===== src/rtl/rx_packet_writer.sv =====
// rx_packet_writer: frames SYNC, LEN, PAYLOAD[LEN], CSUM from a UART byte stream into the RX RAM.
// Optional inter-byte timeout is compiled in when RX_TIMEOUT_EN is defined.
module rx_packet_writer #(
  parameter int unsigned NUMBER    = 256,
  parameter logic [7:0]  SYNC_BYTE = 8'hA5
`ifdef RX_TIMEOUT_EN
  ,
  parameter int unsigned TIMEOUT   = 100000
`endif
) (
  input  logic                      clock,
  input  logic                      reset_n,
  input  logic                      rx_valid,
  input  logic [7:0]                rx_data,
  output logic [7:0]                wr_rx_data,
  output logic [$clog2(NUMBER)-1:0] wr_rx_addr,
  output logic                      we_rx,
  output logic                      pkt_ready,
  output logic [7:0]                pkt_len,
  input  logic                      pkt_ack,
  output logic                      pkt_error,
  output logic                      pkt_overrun,
  output logic                      busy
);

  localparam int unsigned AW = $clog2(NUMBER);
  localparam int unsigned IW = AW + 1;

  typedef enum logic [2:0] {
    StIdle,
    StLen,
    StPayload,
    StCsum,
    StHold
  } state_e;

  state_e          state_q;
  logic [7:0]      len_q;
  logic [7:0]      sum_q;
  logic [IW-1:0]   idx_q;
  logic            we_q;
  logic [7:0]      wdata_q;
  logic [AW-1:0]   waddr_q;
  logic            ready_q;
  logic [7:0]      plen_q;
  logic            err_q;
  logic            ovr_q;

  logic [IW-1:0]   idx_inc;
  logic [7:0]      sum_add;
  logic            len_bad;
  logic            last_byte;
  logic            in_frame;
  logic            tmo_hit;

  always_comb begin
    idx_inc   = idx_q + IW'(1);
    sum_add   = sum_q + rx_data;
    len_bad   = (rx_data == 8'd0) || (32'(rx_data) > NUMBER);
    last_byte = (32'(idx_inc) == 32'(len_q));
    in_frame  = (state_q == StLen) || (state_q == StPayload) || (state_q == StCsum);
  end

`ifdef RX_TIMEOUT_EN
  localparam int unsigned TW = (TIMEOUT > 2) ? $clog2(TIMEOUT) : 1;

  logic [TW-1:0] tmo_q;

  assign tmo_hit = in_frame && !rx_valid && (tmo_q == TW'(TIMEOUT - 1));

  // Counts idle cycles between bytes; IDLE and HOLD keep it parked at zero.
  always_ff @(posedge clock) begin
    if (!reset_n || !in_frame || rx_valid || tmo_hit) begin
      tmo_q <= '0;
    end else begin
      tmo_q <= tmo_q + TW'(1);
    end
  end
`else
  assign tmo_hit = 1'b0;
`endif

  always_ff @(posedge clock) begin
    if (!reset_n) begin
      state_q <= StIdle;
      len_q   <= '0;
      sum_q   <= '0;
      idx_q   <= '0;
      we_q    <= 1'b0;
      wdata_q <= '0;
      waddr_q <= '0;
      ready_q <= 1'b0;
      plen_q  <= '0;
      err_q   <= 1'b0;
      ovr_q   <= 1'b0;
    end else begin
      we_q  <= 1'b0;
      err_q <= 1'b0;
      unique case (state_q)
        StIdle: begin
          if (rx_valid && (rx_data == SYNC_BYTE)) begin
            sum_q   <= '0;
            idx_q   <= '0;
            state_q <= StLen;
          end
        end
        StLen: begin
          if (rx_valid) begin
            if (len_bad) begin
              err_q   <= 1'b1;
              state_q <= StIdle;
            end else begin
              len_q   <= rx_data;
              sum_q   <= rx_data;
              state_q <= StPayload;
            end
          end else if (tmo_hit) begin
            err_q   <= 1'b1;
            state_q <= StIdle;
          end
        end
        StPayload: begin
          if (rx_valid) begin
            we_q    <= 1'b1;
            wdata_q <= rx_data;
            waddr_q <= idx_q[AW-1:0];
            idx_q   <= idx_inc;
            sum_q   <= sum_add;
            if (last_byte) begin
              state_q <= StCsum;
            end
          end else if (tmo_hit) begin
            err_q   <= 1'b1;
            state_q <= StIdle;
          end
        end
        StCsum: begin
          if (rx_valid) begin
            if (sum_add == 8'd0) begin
              ready_q <= 1'b1;
              plen_q  <= len_q;
              state_q <= StHold;
            end else begin
              err_q   <= 1'b1;
              state_q <= StIdle;
            end
          end else if (tmo_hit) begin
            err_q   <= 1'b1;
            state_q <= StIdle;
          end
        end
        StHold: begin
          // Ack wins over a simultaneous byte, so overrun ends cleared.
          if (pkt_ack) begin
            ready_q <= 1'b0;
            ovr_q   <= 1'b0;
            state_q <= StIdle;
          end else if (rx_valid) begin
            ovr_q <= 1'b1;
          end
        end
        default: state_q <= StIdle;
      endcase
    end
  end

  assign wr_rx_data  = wdata_q;
  assign wr_rx_addr  = waddr_q;
  assign we_rx       = we_q;
  assign pkt_ready   = ready_q;
  assign pkt_len     = plen_q;
  assign pkt_error   = err_q;
  assign pkt_overrun = ovr_q;
  assign busy        = (state_q != StIdle);

endmodule


===== config.mk =====
export PLATFORM = sky130hd
export DESIGN_NAME = rx_packet_writer
export DESIGN_NICKNAME = d
export VERILOG_FILES = /design/src/rtl/rx_packet_writer.sv
export SDC_FILE = /design/constraint.sdc
export NUM_CORES = 1
export LEC_CHECK = 0
export ABC_AREA = 1
export BUFFER_PORTS_ARGS = -buffer_cell sky130_fd_sc_hd__buf_4
export CAP_MARGIN = 20
export CORE_MARGIN = 3
export CORE_UTILIZATION = 56
export DETAILED_ROUTE_END_ITERATION = 6
export PLACE_DENSITY = 0.78
export SETUP_SLACK_MARGIN = 0.2
export SLEW_MARGIN = 30
export SYNTH_ARGS = -nofsm -noshare
export SYNTH_HDL_FRONTEND = slang
export SYNTH_SLANG_ARGS = --single-unit

===== constraint.sdc =====
create_clock -name clock -period 2.8 [get_ports clock]
set_input_delay 0.56 -clock clock [delete_from_list [all_inputs] [get_ports clock]]
set_output_delay 0.56 -clock clock [all_outputs]
set_load 0.02 [all_outputs]

==> out/metrics.yaml, run 1 <==
detailed_routing:
  dr_wl_met3_microns: 285
  final_antenna_net_count: 0
  drc: 0
  wirelength_microns: 7290
  routedWlPerCell_microns: 13.1
  viasPerCell: 5.25
  top_layer: "met4"
  routed-wl-met2_microns: 3670
  drt_iter0_drc: 153
  vias: 2932
  met1_length_microns: 3220
  drt_first_pass_iters: 5
clocking:
  cts_root_buf: "clkbuf_8"
  clkSinkCount: 56
  numCtsBuffers: 5
  path_clk_slew_ns: 0.09
  cts_tree: "yes"
  post-cts-setup-buffer-count: 0
  h-tree-depth: 2
  cts_hold_buf: 0
  clk_latency_ns: 0.31
  cts_resized: 0
  cts_buffer_depth: 2
yosys:
  synth_nets: 471
  async_flop_share: 0
  syn-instance-count: 450
  synth_cell_types: 35
  synth.avg_cell_area_sq_um: 6.66
  synth-main-ff-cell: "dfxtp_1"
  ys_ff_latch: 56
  ys_warn_count: 0
  yosysSeqAreaShare: 0.374
  synthesis.area_sq_mm: 0.00300
  synth_edf_count: 0
finish:
  final_common_cell: "nand2_1"
  fin_area_sq_mm: 0.00342
  diodes: 0
  nets: 508
  final_cell_mix: "110 x nand2_1, 60 x inv_1, 56 x dfxtp_1, 55 x nor2_1, 46 x a21oi_1"
  fin_cells: 558
  fill_cells: 490
  areaGrowthSynthToFinish_pct: 14.1
  drive_above_1_share: 0.137
power_and_ir_drop:
  internal_power_w: 0.00152
  power_frac_clock: 0.178
  p_per_area_mw_per_mm2: 760
  comb_power_share: 0.430
  switchingPower_w: 0.00108
  swShare: 0.415
  vdd_ir_drop_max_uv: 456
  p_leak_nw: 1.61
  p_seq_frac: 0.392
job:
  cap_violations: 0
timing:
  slew_viol_final: 0
  worst_slack_ns: 0.531
  hold_slack_ns: 0.452
  fin_crit_sh: 0.810
  final_hold_viol_count: 0
  finalCriticalPeriod_ns: 2.27
  clock.fmax_mhz: 441
  setup_viol: 0
  slew_headroom: 0.561
  worst_pin_slew_ns: 0.653
  fin_worst_skew_ns: 0.00688
  grt_setup_unrepaired: "false"
  finalSetupTns_ns: 0
run_status:
  run_status: "complete, no violations"
setup_path:
  crit_fanout: 16
  cp.arrival_ns: 2.52
  cp-end-kind: "flip-flop"
  cp-start-kind: "input pin"
  worstPathRequired_ns: 3.05
  critical_path_class: "in2reg"
grt:
  grt_pass1_vias: 2724
  grt_pass1_wl_microns: 12400
  grtUsageTotal: 0.246
  grt_overflow_total: 0
  antenna_found_initial: 0
  grt_max_degree: 43
place:
  dp_cells: 550
  pre_cts_ws_ns: 0.246
  place_area_sq_mm: 0.00333
  gp_congestion: 0.945
  port_buffers: 40
  dp.final_hpwl_microns: 5460
floorplanning:
  die_w_microns: 79.2
  dieArea_sq_mm: 0.00627
  std_cell_rows: 26
  ioPinCount: 41
  die_y_microns: 79.2
  core_area_sq_mm: 0.00514
  initial_utilization: 0.583
hold_path:
  hold_class: "reg2reg"
logic make-up (layout without fill, tap and decap cells):
group,after synthesis,count (layout),synth area share
xor gates and xnor gates,3,3,0.00877
adders and majority gates,9,9,0.0401
and+or+nand+nor,222,222,0.328
AOI/OAI and AO/OA,85,85,0.148
buffers and inverters,75,113,0.102
DFF,56,56,0.374
per-layer routing:
layer	track usage	vias to the layer above
met5	0	-
met2	0.434	64
met4	0.0859	0
li1	-	1513
met1	0.297	1343
met3	0.0454	12
sequential cells by signal (all words and copies together) (netlist names):
register and count:
idx_q 9, len_q 8, pkt_error 1, pkt_len 8, pkt_overrun 1, pkt_ready 1
state_q 3, sum_q 8, we_rx 1, wr_rx_addr 8, wr_rx_data 8
per-stage QoR:
| step | util | total power, W |
|---|---|---|
| finish | 0.666 | 0.00260 |
| global route | 0.666 | 0.00279 |
| CTS | 0.666 | 0.00260 |
| detailed placement | 0.648 | 0.00214 |
| global placement | 0.648 | 0.00212 |
| floorplan | - | 0.00185 |
power groups by stage:
stage          registers [W]  logic [W]  clock network, W
6_report             0.00102    0.00112          0.000463
5_1_grt              0.00104    0.00126          0.000503
4_1_cts              0.00102    0.00111          0.000472
3_5_place_dp         0.00104    0.00111                 0
3_3_place_gp         0.00103    0.00109                 0
2_1_floorplan        0.00106   0.000783                 0
final cells by class:
type / count / area [sq um] / area share
multi-input combinational: 319 / 1570 / 0.459
sequential: 56 / 1120 / 0.328
timing repair buffer: 41 / 308 / 0.0899
inverter: 64 / 240 / 0.0702
tap: 70 / 87.6 / 0.0256
clock buffer: 7 / 86.3 / 0.0252
clock inverter: 1 / 7.51 / 0.00219
worst max-delay path, stage by stage:
cell and delay, ns:
buf_4 0.12, ha_1 0.23, fa_1 0.44, nand3_1 0.14
nand3_1 0.09, nand2_1 0.08, nand3_1 0.08, nor2_2 0.10
nand3_2 0.10, nor3_4 0.19, nand2_4 0.16, nand2_1 0.10
nand2_1 0.05, nor2_1 0.09
cell usage after synthesis, types with 4 or more instances:
master    number  area, sq um
nand2_2        4         25.0
clkbuf_1       4         15.0
inv_1         60          225
nand4_1        7         43.8
nand3_1       30          150
a21oi_1       46          230
buf_2          4         20.0
nand2_1      110          413
ha_1           8          100
nor2_1        55          206
dfxtp_1       56         1120
nor2_2         4         25.0
o21ai_0       32          160
final timing paths:
kind,startpoint,to,slack (ns),depth (start not counted)
setup reg to reg,sum_q[0],pkt_len[0],0.59,13
hold reg to reg,pkt_overrun,pkt_overrun,0.45,2
setup / recovery,rx_data[0],pkt_len[0],0.53,14
hold / removal,pkt_overrun,pkt_overrun,0.45,2
Power figures use the tool's default switching activity.
==> run 2, diff against run 1 <==
--- a/config.mk
+++ b/config.mk
@@ -5,13 +5,13 @@
 export SDC_FILE = /design/constraint.sdc
 export NUM_CORES = 1
 export LEC_CHECK = 0
-export ABC_AREA = 1
+export ABC_AREA = 0
 export BUFFER_PORTS_ARGS = -buffer_cell sky130_fd_sc_hd__buf_4
 export CAP_MARGIN = 20
 export CORE_MARGIN = 3
-export CORE_UTILIZATION = 56
+export CORE_UTILIZATION = 51
 export DETAILED_ROUTE_END_ITERATION = 6
-export PLACE_DENSITY = 0.78
+export PLACE_DENSITY = 0.75
 export SETUP_SLACK_MARGIN = 0.2
 export SLEW_MARGIN = 30
 export SYNTH_ARGS = -nofsm -noshare
==> constraint.sdc (replaced) <==
create_clock -name clock -period 1.8 [get_ports clock]
set_input_delay 0.36 -clock clock [delete_from_list [all_inputs] [get_ports clock]]
set_output_delay 0.36 -clock clock [all_outputs]
set_load 0.02 [all_outputs]
==> out/metrics.yaml, run 2 <==
hold_path:
  holdPathEnd: "pkt_overrun"
  holdPathStages: 3
  hold_class: "in2reg"
  hp-start: "rx_valid"
clocking:
  clk_latency_ns: 0.32
  path_clk_slew_ns: 0.10
  cts_tree: "yes"
  h-tree-depth: 2
  cts_root_buf: "clkbuf_8"
  numCtsBuffers: 5
  clkSinkCount: 56
  cts_hold_buf: 0
  cts_buffer_depth: 2
power_and_ir_drop:
  p_leak_nw: 1.54
  p_per_area_mw_per_mm2: 520
  power_w: 0.00219
  vdd_ir_drop_max_uv: 453
detailed_routing:
  final_antenna_net_count: 0
  wirelength_microns: 9600
  drc: 0
  viasPerCell: 6.06
  routedWlPerCell_microns: 18.7
  drt_iter0_drc: 238
  vias: 3117
  drt_first_pass_iters: 4
timing:
  hold_slack_ns: 0.316
  fin_worst_skew_ns: 0.00693
  slew_headroom: 0.664
  clock.fmax_mhz: 422
  slew_viol_final: 0
  worst_slack_ns: -0.572
  worst_pin_slew_ns: 0.504
  finalCriticalPeriod_ns: 2.37
  grt_setup_unrepaired: "true"
  final_hold_viol_count: 0
  setup_viol: 16
  fin_crit_sh: 1.32
setup_path:
  cp-end-kind: "flip-flop"
  max_stage_delay_ns: 0.39
  critical_path_class: "reg2reg"
  cp_slowest_cell: "fa_2"
  r2r_cells: 10
  worstPathCellList: "ha_4 > fa_2 > a211oi_4 > nor4_2 > nor3b_2 > buf_4 > nand4bb_1 > buf_6 > o21ai_1 > a21oi_1"
  cp-start-kind: "flip-flop"
  r2r_start: "sum_q[0]"
  crit_fanout: 8
  reg2reg_slack_ns: -0.57
  r2r_end: "pkt_len[7]"
  cp.arrival_ns: 2.59
  worstPathRequired_ns: 2.02
yosys:
  synth_nets: 383
  yosysMostFrequentCell: "dfxtp_1"
  yosysSeqAreaShare: 0.385
  synth_edf_count: 0
  synth_common_cells: "56 x dfxtp_1, 48 x nand2_1, 41 x a21oi_1, 41 x nor2_1, 23 x o21ai_0"
  synthesis.area_sq_mm: 0.00291
  yosys.area.top_type_share: 0.385
  synthTopCellsByArea: "dfxtp_1 38%, a21oi_1 7.0%, nand2_1 6.2%"
  synth_cell_types: 52
  synth.avg_cell_area_sq_um: 8.05
  ys_warn_count: 0
  syn-instance-count: 362
  synth-main-ff-cell: "dfxtp_1"
  ys_ff_latch: 56
  async_flop_share: 0
  synth_top_area_cell: "dfxtp_1"
finish:
  fin_area_sq_mm: 0.00422
  register_area_sq_mm: 0.00113
  areaGrowthSynthToFinish_pct: 44.7
  diodes: 0
  nets: 464
  top_register: "idx_q"
  final_common_cell: "buf_4"
  multi_input_comb_area_sq_mm: 0.00207
  largest_reg_flops: 9
  drive_above_1_share: 0.363
  final_cell_mix: "74 x buf_4, 51 x dfxtp_1, 47 x nand2_1, 38 x nor2_1, 35 x a21oi_1"
  fill_cells: 333
  utilization: 0.795
grt:
  grt_max_degree: 25
  grtUsageTotal: 0.281
  grt_pass1_wl_microns: 14400
  grt_pass1_vias: 2860
  grt_overflow_total: 0
  antenna_found_initial: 0
floorplanning:
  die_w_microns: 81.6
  initial_utilization: 0.550
  core_area_sq_mm: 0.00530
  dieArea_sq_mm: 0.00666
  ioPinCount: 41
  die_y_microns: 81.6
  std_cell_rows: 26
run_status:
  violations: "negative setup slack"
  run_status: "complete, but fails checks"
place:
  place_area_sq_mm: 0.00360
  dp.final_hpwl_microns: 5920
  port_buffers: 40
  gp_congestion: 0.913
job:
  cap_violations: 0
## run 2: routing by layer
layer / part of all wire / up-vias / track usage
met4: 0.025 / 0 / 0.0781
met3: 0.057 / 25 / 0.0450
met1: 0.41 / 1496 / 0.352
met2: 0.50 / 147 / 0.499
met5: 0 / - / 0
li1: - / 1449 / -
## run 2: per-stage QoR
stage | setup WS [ns] | instances | TNS (ns)
finish | -0.572 | 514 | -6.98
global route | -0.642 | 514 | -8.21
CTS | -0.472 | 510 | -5.83
detailed placement | -0.910 | 490 | -12.30
global placement | -0.700 | 490 | -9.69
floorplan | -0.390 | 362 | -4.36
## run 2: how the worst max path moves through the flow
| stage | from | endpoint | slack [ns] | cells after the start |
|---|---|---|---|---|
| 3_5_place_dp | rx_data[0] | pkt_len[5] | -0.91 | 9 |
| 3_3_place_gp | rx_data[0] | pkt_len[7] | -0.70 | 9 |
| 2_1_floorplan | rx_data[0] | pkt_len[0] | -0.39 | 9 |
| 6_report | sum_q[0] | pkt_len[7] | -0.57 | 10 |
| 5_1_grt | sum_q[0] | pkt_len[3] | -0.64 | 9 |
| 4_1_cts | sum_q[0] | pkt_len[5] | -0.47 | 8 |
## run 2: power by group
group          total (W)  switching (W)  internal (W)
clock network   0.000738       0.000458      0.000281
logic           0.000217       0.000117      0.000100
registers        0.00124    0.000000515       0.00124
## run 2: timing repair
item | in CTS | in global routing
cloned | 2 | 0
endpoints found under the setup margin | 28 | 39
pin swaps | 20 | 20
gates resized for setup | 50 | 44
buffers inserted | 10 | 4
## run 2: cells by family (layout without fill, tap and decap cells)
family	after synthesis	after routing	synth area share
and+or+nand+nor	153	154	0.258
AOI/OAI and AO/OA	95	95	0.199
DFF	56	56	0.385
buffers and inverters	23	104	0.0322
muxes	15	15	0.0515
xor gates and xnor gates	11	11	0.0331
adders and majority gates	9	9	0.0412
## run 2: layout make-up
type	instances	share of cell area
Inverter	3	0.00267
Clock inverter	3	0.00534
Tap cell	70	0.0208
Clock buffer	5	0.0163
Multi-Input combinational cell	284	0.491
Sequential cell	56	0.269
Timing Repair Buffer	93	0.196
## run 2: worst max-delay path, delay by kind of cell (launching register included)
family | cells | cell delay (ns)
adders and majority gates | 2 | 0.55
AOI/OAI and AO/OA | 3 | 0.52
and+or+nand+nor | 3 | 0.49
buffers and inverters | 2 | 0.37
DFF | 1 | 0.35
